**src/rtl/arith_pkg.sv**
```systemverilog
// Shared constants for the serial arithmetic blocks.
//   DEFAULT_WIDTH : default operand/result width
//   IDLE/RUN/DONE : FSM state encoding shared by the serial units
package arith_pkg;

    localparam int DEFAULT_WIDTH = 8;

    localparam logic [1:0] IDLE = 2'd0;
    localparam logic [1:0] RUN  = 2'd1;
    localparam logic [1:0] DONE = 2'd2;

endpackage

```
**src/rtl/full_subtractor.sv**
```systemverilog
// One-bit full subtractor: diff = a - b - bin (mod 2), with borrow-out.
//   a, b : operand bits
//   bin  : borrow-in
//   diff : difference bit
//   bout : borrow-out
module full_subtractor (
    input  logic a,
    input  logic b,
    input  logic bin,
    output logic diff,
    output logic bout
);

    assign diff = a ^ b ^ bin;
    assign bout = (~a & b) | (~(a ^ b) & bin);

endmodule

```
**src/rtl/serial_subtractor_8b.sv**
```systemverilog
// Bit-serial subtractor computing a - b - bin, LSB first, one bit per clock.
//   clk, rst : clock and asynchronous active-high reset
//   start    : begin a subtraction (only accepted while ready=1)
//   a, b     : minuend / subtrahend, captured on the accepted start edge
//   bin      : borrow-in, captured on the accepted start edge
//   ready    : high in IDLE only
//   done     : one-cycle pulse when diff/bout/ovf hold a new result
//   diff     : registered difference modulo 2^WIDTH
//   bout     : registered final borrow-out
//   ovf      : registered signed overflow flag
module serial_subtractor_8b #(
    parameter int WIDTH = arith_pkg::DEFAULT_WIDTH
) (
    input  logic             clk,
    input  logic             rst,
    input  logic             start,
    input  logic [WIDTH-1:0] a,
    input  logic [WIDTH-1:0] b,
    input  logic             bin,
    output logic             ready,
    output logic             done,
    output logic [WIDTH-1:0] diff,
    output logic             bout,
    output logic             ovf
);

    import arith_pkg::*;

    localparam int CW = $clog2(WIDTH + 1);

    logic [1:0]       state_q, state_d;
    logic [WIDTH-1:0] a_sh_q, a_sh_d;
    logic [WIDTH-1:0] b_sh_q, b_sh_d;
    logic [WIDTH-1:0] res_q, res_d;
    logic             br_q, br_d;
    logic [CW-1:0]    cnt_q, cnt_d;
    logic [WIDTH-1:0] diff_q, diff_d;
    logic             bout_q, bout_d;
    logic             ovf_q, ovf_d;

    logic fs_diff;
    logic fs_bout;

    full_subtractor u_fs (
        .a    (a_sh_q[0]),
        .b    (b_sh_q[0]),
        .bin  (br_q),
        .diff (fs_diff),
        .bout (fs_bout)
    );

    always_comb begin
        state_d = state_q;
        a_sh_d  = a_sh_q;
        b_sh_d  = b_sh_q;
        res_d   = res_q;
        br_d    = br_q;
        cnt_d   = cnt_q;
        diff_d  = diff_q;
        bout_d  = bout_q;
        ovf_d   = ovf_q;
        case (state_q)
            IDLE: begin
                if (start) begin
                    a_sh_d  = a;
                    b_sh_d  = b;
                    br_d    = bin;
                    res_d   = '0;
                    cnt_d   = '0;
                    state_d = RUN;
                end
            end
            RUN: begin
                a_sh_d = a_sh_q >> 1;
                b_sh_d = b_sh_q >> 1;
                br_d   = fs_bout;
                // Result bits enter at the MSB so bit 0 lands at the LSB after WIDTH shifts.
                res_d  = {fs_diff, res_q[WIDTH-1:1]};
                cnt_d  = cnt_q + CW'(1);
                if (cnt_q == CW'(WIDTH - 1)) begin
                    state_d = DONE;
                    diff_d  = {fs_diff, res_q[WIDTH-1:1]};
                    bout_d  = fs_bout;
                    // br_q is the borrow into the MSB during this last step.
                    ovf_d   = br_q ^ fs_bout;
                end
            end
            DONE: begin
                state_d = IDLE;
            end
            default: begin
                state_d = IDLE;
            end
        endcase
    end

    always_ff @(posedge clk or posedge rst) begin
        if (rst) begin
            state_q <= IDLE;
            a_sh_q  <= '0;
            b_sh_q  <= '0;
            res_q   <= '0;
            br_q    <= 1'b0;
            cnt_q   <= '0;
            diff_q  <= '0;
            bout_q  <= 1'b0;
            ovf_q   <= 1'b0;
        end else begin
            state_q <= state_d;
            a_sh_q  <= a_sh_d;
            b_sh_q  <= b_sh_d;
            res_q   <= res_d;
            br_q    <= br_d;
            cnt_q   <= cnt_d;
            diff_q  <= diff_d;
            bout_q  <= bout_d;
            ovf_q   <= ovf_d;
        end
    end

    assign ready = (state_q == IDLE);
    assign done  = (state_q == DONE);
    assign diff  = diff_q;
    assign bout  = bout_q;
    assign ovf   = ovf_q;

endmodule

```
**config.mk**
```make
export PLATFORM = sky130hd
export DESIGN_NAME = serial_subtractor_8b
export DESIGN_NICKNAME = d
export VERILOG_FILES = /design/src/rtl/arith_pkg.sv /design/src/rtl/full_subtractor.sv /design/src/rtl/serial_subtractor_8b.sv
export SDC_FILE = /design/constraint.sdc
export NUM_CORES = 1
export LEC_CHECK = 0
export ABC_AREA = 1
export CELL_PAD_IN_SITES_DETAIL_PLACEMENT = 1
export CELL_PAD_IN_SITES_GLOBAL_PLACEMENT = 1
export CORE_MARGIN = 2
export CORE_UTILIZATION = 41
export CTS_CLUSTER_DIAMETER = 60
export CTS_CLUSTER_SIZE = 28
export DETAILED_ROUTE_END_ITERATION = 12
export PLACE_DENSITY = 0.91
export REMOVE_ABC_BUFFERS = 1
export SYNTH_ARGS = -nofsm -noshare
export SYNTH_HDL_FRONTEND = slang
export SYNTH_HIERARCHICAL = 1
export SYNTH_SLANG_ARGS = --single-unit
```
**constraint.sdc**
```tcl
create_clock -name clk -period 2.1 [get_ports clk]
set_input_delay 0.315 -clock clk [delete_from_list [all_inputs] [get_ports clk]]
set_output_delay 0.315 -clock clk [all_outputs]
set_load 0.02 [all_outputs]
```
==> flow_metrics.py, run 1 <==
metrics = {
    "grt": {
        "antenna_found_initial": 0,
        "grt_pass1_vias": 1657,
        "grt_pass1_wl_mm": 7.99,
        "grt_usage_pct": 20.7,
        "overflow": 0,
        "grt_start_max_net_pins": 41,
    },
    "yosys": {
        "synthCells": 206,
        "synthSimpleGateAreaFrac_pct": 31.7,
        "synth.area.mux_share_pct": 0,
        "yosys.area_share.adder_pct": 1.83,
        "ys_ff_latch": 40,
        "synth_seq_area_share_pct": 56.2,
        "synth_top_family_by_area": "simple AND/OR/NAND/NOR gates",
        "synth_area_leaders": "dfrtp_1 (56%), nand3_1 (18%), nand2_1 (11%)",
        "netlist_area_sq_um": 1780,
        "synth_area_leader_cell": "dfrtp_1",
        "synth-xor-area-share_pct": 0,
        "syn_avg_cell_area_sq_um": 8.65,
        "ys.warnings.count": 6,
        "synth_top_area_share_pct": 56.2,
        "synth_compound_area_share_pct": 2.81,
        "synth_cell_types": 18,
    },
    "cts": {
        "insertion_delay_ps": 300,
        "clk_transition_reported_paths_ps": 80,
        "cts_setup_buffers": 0,
        "cts_hold_buf": 0,
        "clockBufferDepth": 2,
        "cts_tree": "done",
        "cts_root_buf": "clkbuf_8",
        "cts_sinks": 40,
        "htreeDepth": 2,
        "cts-resized-gates": 0,
        "numCtsBuffers": 5,
    },
    "sta": {
        "rsz0062_at_grt": "no",
        "max-slew-margin-rel_pct": 66.4,
        "finalHoldViolations": 0,
        "min_period_over_period_pct": 88.6,
        "worstMarginPinSlew_ps": 504,
        "skew_ps": 5.98,
        "setup_viol": 0,
        "final.setup.tns_ps": 0,
        "min_period_ps": 1860,
        "drv_slew": 0,
        "max_freq_mhz": 538,
    },
    "pwr": {
        "leakage_nw": 1.09,
        "vdd_drop_max_mv": 0.585,
        "p_total_w": 0.00336,
        "p_per_area_nw_per_um2": 1500,
    },
    "drt": {
        "wire_per_inst_um": 16.0,
        "totalWireLength_mm": 4.62,
        "drc": 0,
        "ant_nets": 0,
        "drtPass1Iterations": 4,
        "via_count": 1537,
        "drt-initial-drc-count": 83,
        "avgViaCountPerCell": 5.32,
    },
    "cells_and_area": {
        "antenna_cells": 0,
        "syn2layout_area_growth_pct": 25.8,
        "final_nets": 260,
        "drive_gt1_share_pct": 8.37,
        "final_common_cell": "nand3_1",
        "final_cell_mix": "nand3_1 (64), nand2_1 (53), dfrtp_1 (40), clkdlybuf4s50_1 (31), inv_1 (14)",
    },
    "critical_path": {
        "slowest_delay_ps": 630,
        "crit_buf_inv": 1,
        "worstPathCellList": "nor2_2 > clkdlybuf4s50_1",
        "cp.required_ps": 1780,
        "r2r-end": "diff[1]",
        "crit_type": "flip-flop to primary output",
        "r2r-start": "state_q[1]",
        "reg2reg_depth": 6,
        "cp-start-kind": "flip-flop",
        "endpoint_kind": "primary output",
        "slowest_stage": "clkdlybuf4s50_1",
        "arrival_ps": 1540,
        "critPathTopFamily": "buffers and inverters",
        "crit_fanout": 3,
        "r2r_setup_slack_ps": 540,
    },
    "floorplan": {
        "die_h_um": 69.9,
        "io_pins": 32,
        "fp-row-count": 23,
        "fp.dieW_um": 69.9,
        "coreArea_sq_um": 4090,
        "initial_core_util_pct": 43.6,
        "dieArea_sq_um": 4890,
    },
    "placement": {
        "port_buffers": 31,
        "hpwlAfterDp_mm": 3.02,
        "routabilityCongestion": 0.783,
    },
    "worst_hold_path": {
        "min_path_type": "input pin to async pin",
    },
    "job": {
        "maxCapViolations": 0,
    },
    "status": {
        "status": "completed",
    },
}
## layer usage
layer | track usage, % | vias to the layer above | share of wire, %
li1 | - | 738 | -
met2 | 36.3 | 40 | 53
met3 | 4.62 | 7 | 3.3
met4 | 6.20 | 0 | 1.8
met5 | 0 | - | 0
met1 | 25.4 | 752 | 42
## tightest hold or removal path, stage by stage
cell and delay (ps):
clkdlybuf4s50_1 400, inv_1 50, buf_4 420
## Yosys cell counts, drive strengths merged
master,count
dfrtp,40
clkbuf,1
fa,1
buf,12
a21oi,1
o21ai,4
nand4,1
ha,1
nand3,64
o22ai,4
inv,16
nor2,6
nand2,55
## cells by family (layout without fill, tap and decap cells)
group	after synthesis	after routing
flops	40	40
simple gates	126	126
buf+inv	29	62
compound gates	9	9
fa+ha+maj	2	2
## final cells by class
cell class / count / area, sq um
sequential: 40 / 1000
fill: 495 / 1840
multi-input combinational: 137 / 648
timing repair buffer: 38 / 363
inverter: 16 / 60.1
tap: 50 / 62.6
clock buffer: 6 / 72.6
clock inverter: 2 / 35.0
## report_power, final
group,switching (W),internal (W)
clock,0.000273,0.000353
combinational,0.000852,0.000539
sequential,0.000236,0.00110
## sequential cells by signal (all words and copies together), names as in the netlist
name / count
b_sh_q: 8
res_q: 7
br_q: 1
state_q: 2
ovf: 1
bout: 1
a_sh_q: 8
cnt_q: 4
diff: 8
## metrics by stage
stage               instances  worst slack [ps]  util [%]  hold WS [ps]  instance area (sq um)
finish                    289               240      54.9           434                   2240
global route              289               191      54.9           482                   2240
CTS                       289               238      54.9           452                   2240
detailed placement        281               537      52.2           459                   2130
global placement          281               572      52.2           455                   2130
floorplan                 193               518         -           425                   1710
## worst max-delay path by stage
stage,from,to,slack [ps],cells past startpoint
2_1_floorplan,state_q[1],ovf,520,6
3_3_place_gp,state_q[0],done,570,2
3_5_place_dp,start,cnt_q[0],540,4
4_1_cts,state_q[0],ready,240,2
5_1_grt,state_q[0],ready,190,2
6_report,state_q[0],ready,240,2
(Power assumes the default switching activity.)
==> inputs of run 2 (changes only) <==
CELL_PAD_IN_SITES_DETAIL_PLACEMENT = 0   (was 1)
CORE_UTILIZATION = 26   (was 41)
CTS_CLUSTER_SIZE = 20   (was 28)
PLACE_DENSITY = 0.65   (was 0.91)
==> run 2 against run 1 <==
Effect of this change:
- first-iteration DRC count shrank 51%
- cell count grew 10%
- non-clock buffer count is the same
- routed wire length shrank 17%
- combinational power shrank 5%
- sequential power is essentially flat
- clock skew grew 1.7 ps
- clock power grew 40%
- critical endpoint is now done
- largest power group unchanged
==> flow_metrics.py, run 2 (same netlist as run 1, synthesis figures left out) <==
metrics = {
    "sta": {
        "final.setup.tns_ps": 0,
        "max_freq_mhz": 537,
        "setup_viol": 0,
        "min_period_over_period_pct": 88.7,
        "finalHoldViolations": 0,
        "min_period_ps": 1860,
        "max-slew-margin-rel_pct": 65.3,
        "worstMarginPinSlew_ps": 521,
        "rsz0062_at_grt": "no",
        "drv_slew": 0,
        "skew_ps": 7.69,
    },
    "cts": {
        "cts_sinks": 40,
        "insertion_delay_ps": 300,
        "cts_root_buf": "clkbuf_8",
        "numCtsBuffers": 5,
        "clockBufferDepth": 2,
        "clk_transition_reported_paths_ps": 80,
        "htreeDepth": 2,
        "cts-resized-gates": 0,
        "cts_setup_buffers": 0,
        "cts_hold_buf": 0,
        "cts_tree": "done",
    },
    "pwr": {
        "p_total_w": 0.00351,
        "p_clk_share_pct": 25.0,
        "vdd_drop_max_mv": 0.429,
        "p_per_area_nw_per_um2": 1500,
        "p_switching_w": 0.00127,
        "leakage_nw": 1.12,
        "switching_share_pct": 36.2,
        "power_frac_seq_pct": 37.3,
        "p_comb_share_pct": 37.7,
        "intPower_w": 0.00224,
    },
    "cells_and_area": {
        "instances_no_fill": 319,
        "final_cell_mix": "nand3_1 (64), nand2_1 (53), dfrtp_1 (40), clkdlybuf4s50_1 (31), inv_1 (14)",
        "final_common_cell": "nand3_1",
        "syn2layout_area_growth_pct": 30.8,
        "final_nets": 260,
        "drive_gt1_share_pct": 8.79,
        "final_area_sq_um": 2330,
        "antenna_cells": 0,
    },
    "drt": {
        "avgViaCountPerCell": 4.47,
        "ant_nets": 0,
        "totalWireLength_mm": 3.85,
        "drt-initial-drc-count": 41,
        "wire_per_inst_um": 12.1,
        "via_count": 1427,
        "drc": 0,
        "drtPass1Iterations": 4,
    },
    "floorplan": {
        "initial_core_util_pct": 26.5,
        "dieArea_sq_um": 7530,
        "coreArea_sq_um": 6720,
        "fp.dieW_um": 86.8,
        "io_pins": 32,
        "fp-row-count": 30,
        "die_h_um": 86.8,
    },
    "worst_hold_path": {
        "min_path_type": "input pin to async pin",
    },
    "critical_path": {
        "slowest_delay_ps": 630,
        "crit_fanout": 3,
        "cp.required_ps": 1780,
        "cp-start-kind": "flip-flop",
        "critPathTopFamily": "buffers and inverters",
        "endpoint_kind": "primary output",
        "crit_type": "flip-flop to primary output",
        "slowest_stage": "clkdlybuf4s50_1",
        "worstPathCellList": "inv_2 > nor2_1 > clkdlybuf4s50_1",
        "crit_buf_inv": 2,
        "arrival_ps": 1550,
    },
    "placement": {
        "hpwlAfterDp_mm": 2.61,
        "dp.cells": 311,
        "post_dp_cell_area_sq_um": 2170,
        "port_buffers": 31,
        "routabilityCongestion": 0.709,
    },
    "job": {
        "maxCapViolations": 0,
    },
    "grt": {
        "grt_start_max_net_pins": 41,
        "overflow": 0,
        "grt_usage_pct": 11.1,
        "grt_pass1_vias": 1391,
        "antenna_found_initial": 0,
        "grt_pass1_wl_mm": 6.54,
    },
    "status": {
        "status": "completed",
    },
}
run 2: cell types whose count changed in the layout (fill, tap and decap cells not counted), sizes merged:
cell    before  now
clkbuf       6    5
clkinv       1    0
bufinv       1    3
run 2: worst paths after layout:
kind,startpoint,to,slack [ps],depth (start not counted)
worst max register to register,state_q[1],ovf,740,6
worst min register to register,bout,bout,470,2
max in group asynchronous,rst,diff[7],1290,3
worst max-delay path,state_q[1],done,240,3
min in group clk,bout,bout,470,2
worst min-delay path,rst,diff[2],420,3
run 2: metrics by stage:
stage          hold slack, ps  setup slack (ps)  utilization [%]
2_1_floorplan             425               518                -
3_3_place_gp              454               557             32.3
3_5_place_dp              459               542             32.3
4_1_cts                   461               208             34.7
5_1_grt                   496               161             34.7
6_report                  425               237             34.7
run 2: power groups by stage:
stage / sequential, W / combinational, W / clock, W
3_3_place_gp: 0.00132 / 0.00132 / 0
6_report: 0.00131 / 0.00132 / 0.000876
2_1_floorplan: 0.00140 / 0.000718 / 0
5_1_grt: 0.00136 / 0.00149 / 0.000931
3_5_place_dp: 0.00132 / 0.00134 / 0
4_1_cts: 0.00131 / 0.00135 / 0.000899
run 2: final cells by class:
type	instances	area, sq um
sequential	40	1000
clock buffer	5	68.8
fill	706	4390
clock inverter	3	90.1
timing repair buffer	38	363
inverter	16	60.1
multi-input combinational	137	648
tap	80	100
run 2: layer usage:
| layer | vias to the layer above | track usage (%) | wire length, um |
|---|---|---|---|
| li1 | 739 | - | - |
| met1 | 661 | 14.4 | 1930 |
| met2 | 23 | 17.7 | 1730 |
| met3 | 4 | 4.10 | 153 |
| met4 | 0 | 2.56 | 31 |
| met5 | - | 0 | 0 |
run 2: worst reg2reg max path, stage by stage, from the launching register on:
cell and delay [ps]:
dfrtp_1 410, inv_2 90, nand2_2 60, inv_2 190, nand2_1 300, nand2_1 140
nand2_1 60
==> inputs of run 3 (changes only) <==
CORE_UTILIZATION = 40   (was 26)
CTS_BUF_LIST = sky130_fd_sc_hd__clkbuf_2   (was not set)
PLACE_DENSITY = 0.89   (was 0.65)
clock period = 1.8 ns   (was 2.1 ns; I/O delays follow)
==> run 3 against run 2 <==
Effect of this change:
- clock power shrank 39%
- sequential power rose by 17%
- core utilization up 17 points
- combinational power grew 18%
- first-iteration DRC count increased by 76%
- via count up 1.7%
- clock-buffer cell count is 1 higher
- flip-flop and latch count did not move
- global-route usage rose by 4.8 points
- worst setup slack worse by 160 ps
- critical path depth fell by 2
- clock skew rose by 8.0 ps
- largest cell class unchanged
- largest power group unchanged
- highest routed layer unchanged
==> flow_metrics.py, run 3 (same netlist as run 1, synthesis figures left out) <==
metrics = {
    "job": {
        "maxCapViolations": 0,
    },
    "cells_and_area": {
        "syn2layout_area_growth_pct": 24.9,
        "final_nets": 261,
        "final_cell_mix": "nand3_1 (64), nand2_1 (53), dfrtp_1 (40), clkdlybuf4s50_1 (29), inv_1 (14)",
        "antenna_cells": 0,
        "drive_gt1_share_pct": 9.17,
        "fill_cells": 430,
        "final_common_cell": "nand3_1",
    },
    "drt": {
        "avgViaCountPerCell": 4.97,
        "drt-initial-drc-count": 72,
        "drc": 0,
        "via_count": 1451,
        "drtPass1Iterations": 4,
        "totalWireLength_mm": 3.67,
        "wire_per_inst_um": 12.6,
        "ant_nets": 0,
    },
    "floorplan": {
        "coreArea_sq_um": 4320,
        "dieArea_sq_um": 5000,
        "fp.dieW_um": 70.7,
        "io_pins": 32,
        "die_h_um": 70.7,
        "initial_core_util_pct": 41.2,
        "fp-row-count": 24,
    },
    "worst_hold_path": {
        "min_path_type": "input pin to async pin",
    },
    "grt": {
        "grt-busiest-layer": "met2",
        "grt_start_max_net_pins": 41,
        "overflow": 0,
        "grt_pass1_wl_mm": 6.28,
        "met3_usage_pct": 4.84,
        "grt_pass1_vias": 1376,
        "gr-usage-met2_pct": 25.3,
        "grt_usage_pct": 15.9,
        "grt_use_met1_pct": 20.9,
        "antenna_found_initial": 0,
    },
    "cts": {
        "clockBufferDepth": 2,
        "cts_hold_buf": 0,
        "clk_transition_reported_paths_ps": 210,
        "numCtsBuffers": 5,
        "cts_root_buf": "clkbuf_2",
        "htreeDepth": 2,
        "insertion_delay_ps": 390,
        "cts_tree": "done",
        "cts_sinks": 40,
    },
    "sta": {
        "min_period_over_period_pct": 95.8,
        "drv_slew": 0,
        "max-slew-margin-rel_pct": 76.5,
        "hold_slack_ps": 192,
        "max_freq_mhz": 580,
        "setup_viol": 0,
        "skew_ps": 15.7,
        "worstMarginPinSlew_ps": 352,
        "final.setup.tns_ps": 0,
        "rsz0062_at_grt": "no",
        "finalHoldViolations": 0,
        "min_period_ps": 1720,
    },
    "placement": {
        "hpwlAfterDp_mm": 2.53,
        "port_buffers": 31,
        "routabilityCongestion": 0.822,
    },
    "critical_path": {
        "crit_type": "flip-flop to primary output",
        "cp-start-kind": "flip-flop",
        "slowest_delay_ps": 620,
        "cp.required_ps": 1530,
        "critPathTopFamily": "buffers and inverters",
        "crit_buf_inv": 1,
        "crit_fanout": 2,
        "worstPathCellList": "clkdlybuf4s50_1",
        "endpoint_kind": "primary output",
        "arrival_ps": 1450,
        "slowest_stage": "clkdlybuf4s50_1",
    },
    "status": {
        "status": "completed",
    },
    "pwr": {
        "leakage_nw": 1.10,
        "p_per_area_nw_per_um2": 1620,
        "vdd_drop_max_mv": 0.575,
    },
}
==> run 3: cell count changes in the layout (fill, tap and decap cells not counted), sizes merged <==
cell and change:
clkdlybuf4s50 -2, clkinv +1, dlygate4sd2 +2, bufinv -2, buf +1, clkbuf +1
==> run 3: layer usage <==
| layer | vias up | routed length (um) |
|---|---|---|
| met5 | - | 0 |
| met4 | 0 | 21 |
| met3 | 2 | 215 |
| met2 | 50 | 1720 |
| met1 | 659 | 1710 |
| li1 | 740 | - |
==> run 3: report_power, final <==
group,switching (W),internal (W)
sequential,0.000244,0.00128
clock,0.000293,0.000239
combinational,0.000921,0.000634
total,0.00146,0.00216
==> run 3: area by class of cell <==
class / count / area (sq um) / share of cell area [%]
clock buffers: 6 / 30.0 / 1.35
repair buffers: 39 / 380 / 17.1
flip-flops and latches: 40 / 1000 / 45.0
multi-input cells: 137 / 653 / 29.4
well taps: 52 / 65.1 / 2.92
clock inverters: 2 / 35.0 / 1.57
inverters: 16 / 60.1 / 2.70
==> run 3: worst paths after layout <==
kind | from | endpoint | slack, ps | depth (start not counted)
max | bout | bout | 80 | 1
min | rst | diff[1] | 190 | 3
max reg2reg | cnt_q[0] | diff[7] | 250 | 6
min reg2reg | diff[2] | diff[2] | 500 | 2
max in group asynchronous | rst | diff[7] | 1400 | 3
min in group clk | b[7] | b_sh_q[7] | 390 | 3
==> run 3: what timing repair did <==
action                                 4_1_cts  5_1_grt
pin swaps                                    0        0
setup endpoints to repair                    2       10
endpoints found under the hold margin        0        0
gates resized for setup                      2        1
buffers inserted                             0        0
==> run 3: through the flow <==
step	instance area, sq um	utilization (%)	setup slack, ps	power (W)	instances
2_1_floorplan	1710	-	218	0.00247	193
3_3_place_gp	2160	49.9	193	0.00309	284
3_5_place_dp	2160	49.9	70.2	0.00313	284
4_1_cts	2220	51.3	53.1	0.00366	292
5_1_grt	2220	51.4	17.4	0.00392	292
6_report	2220	51.4	75.9	0.00361	292
==> run 3: worst register-to-register path: stages (launching register included) <==
cell and delay (ps):
dfrtp_1 450, ha_1 190, nand2_1 100, nor2_4 250, nand2_1 300, nand2_1 130
nand2_1 60
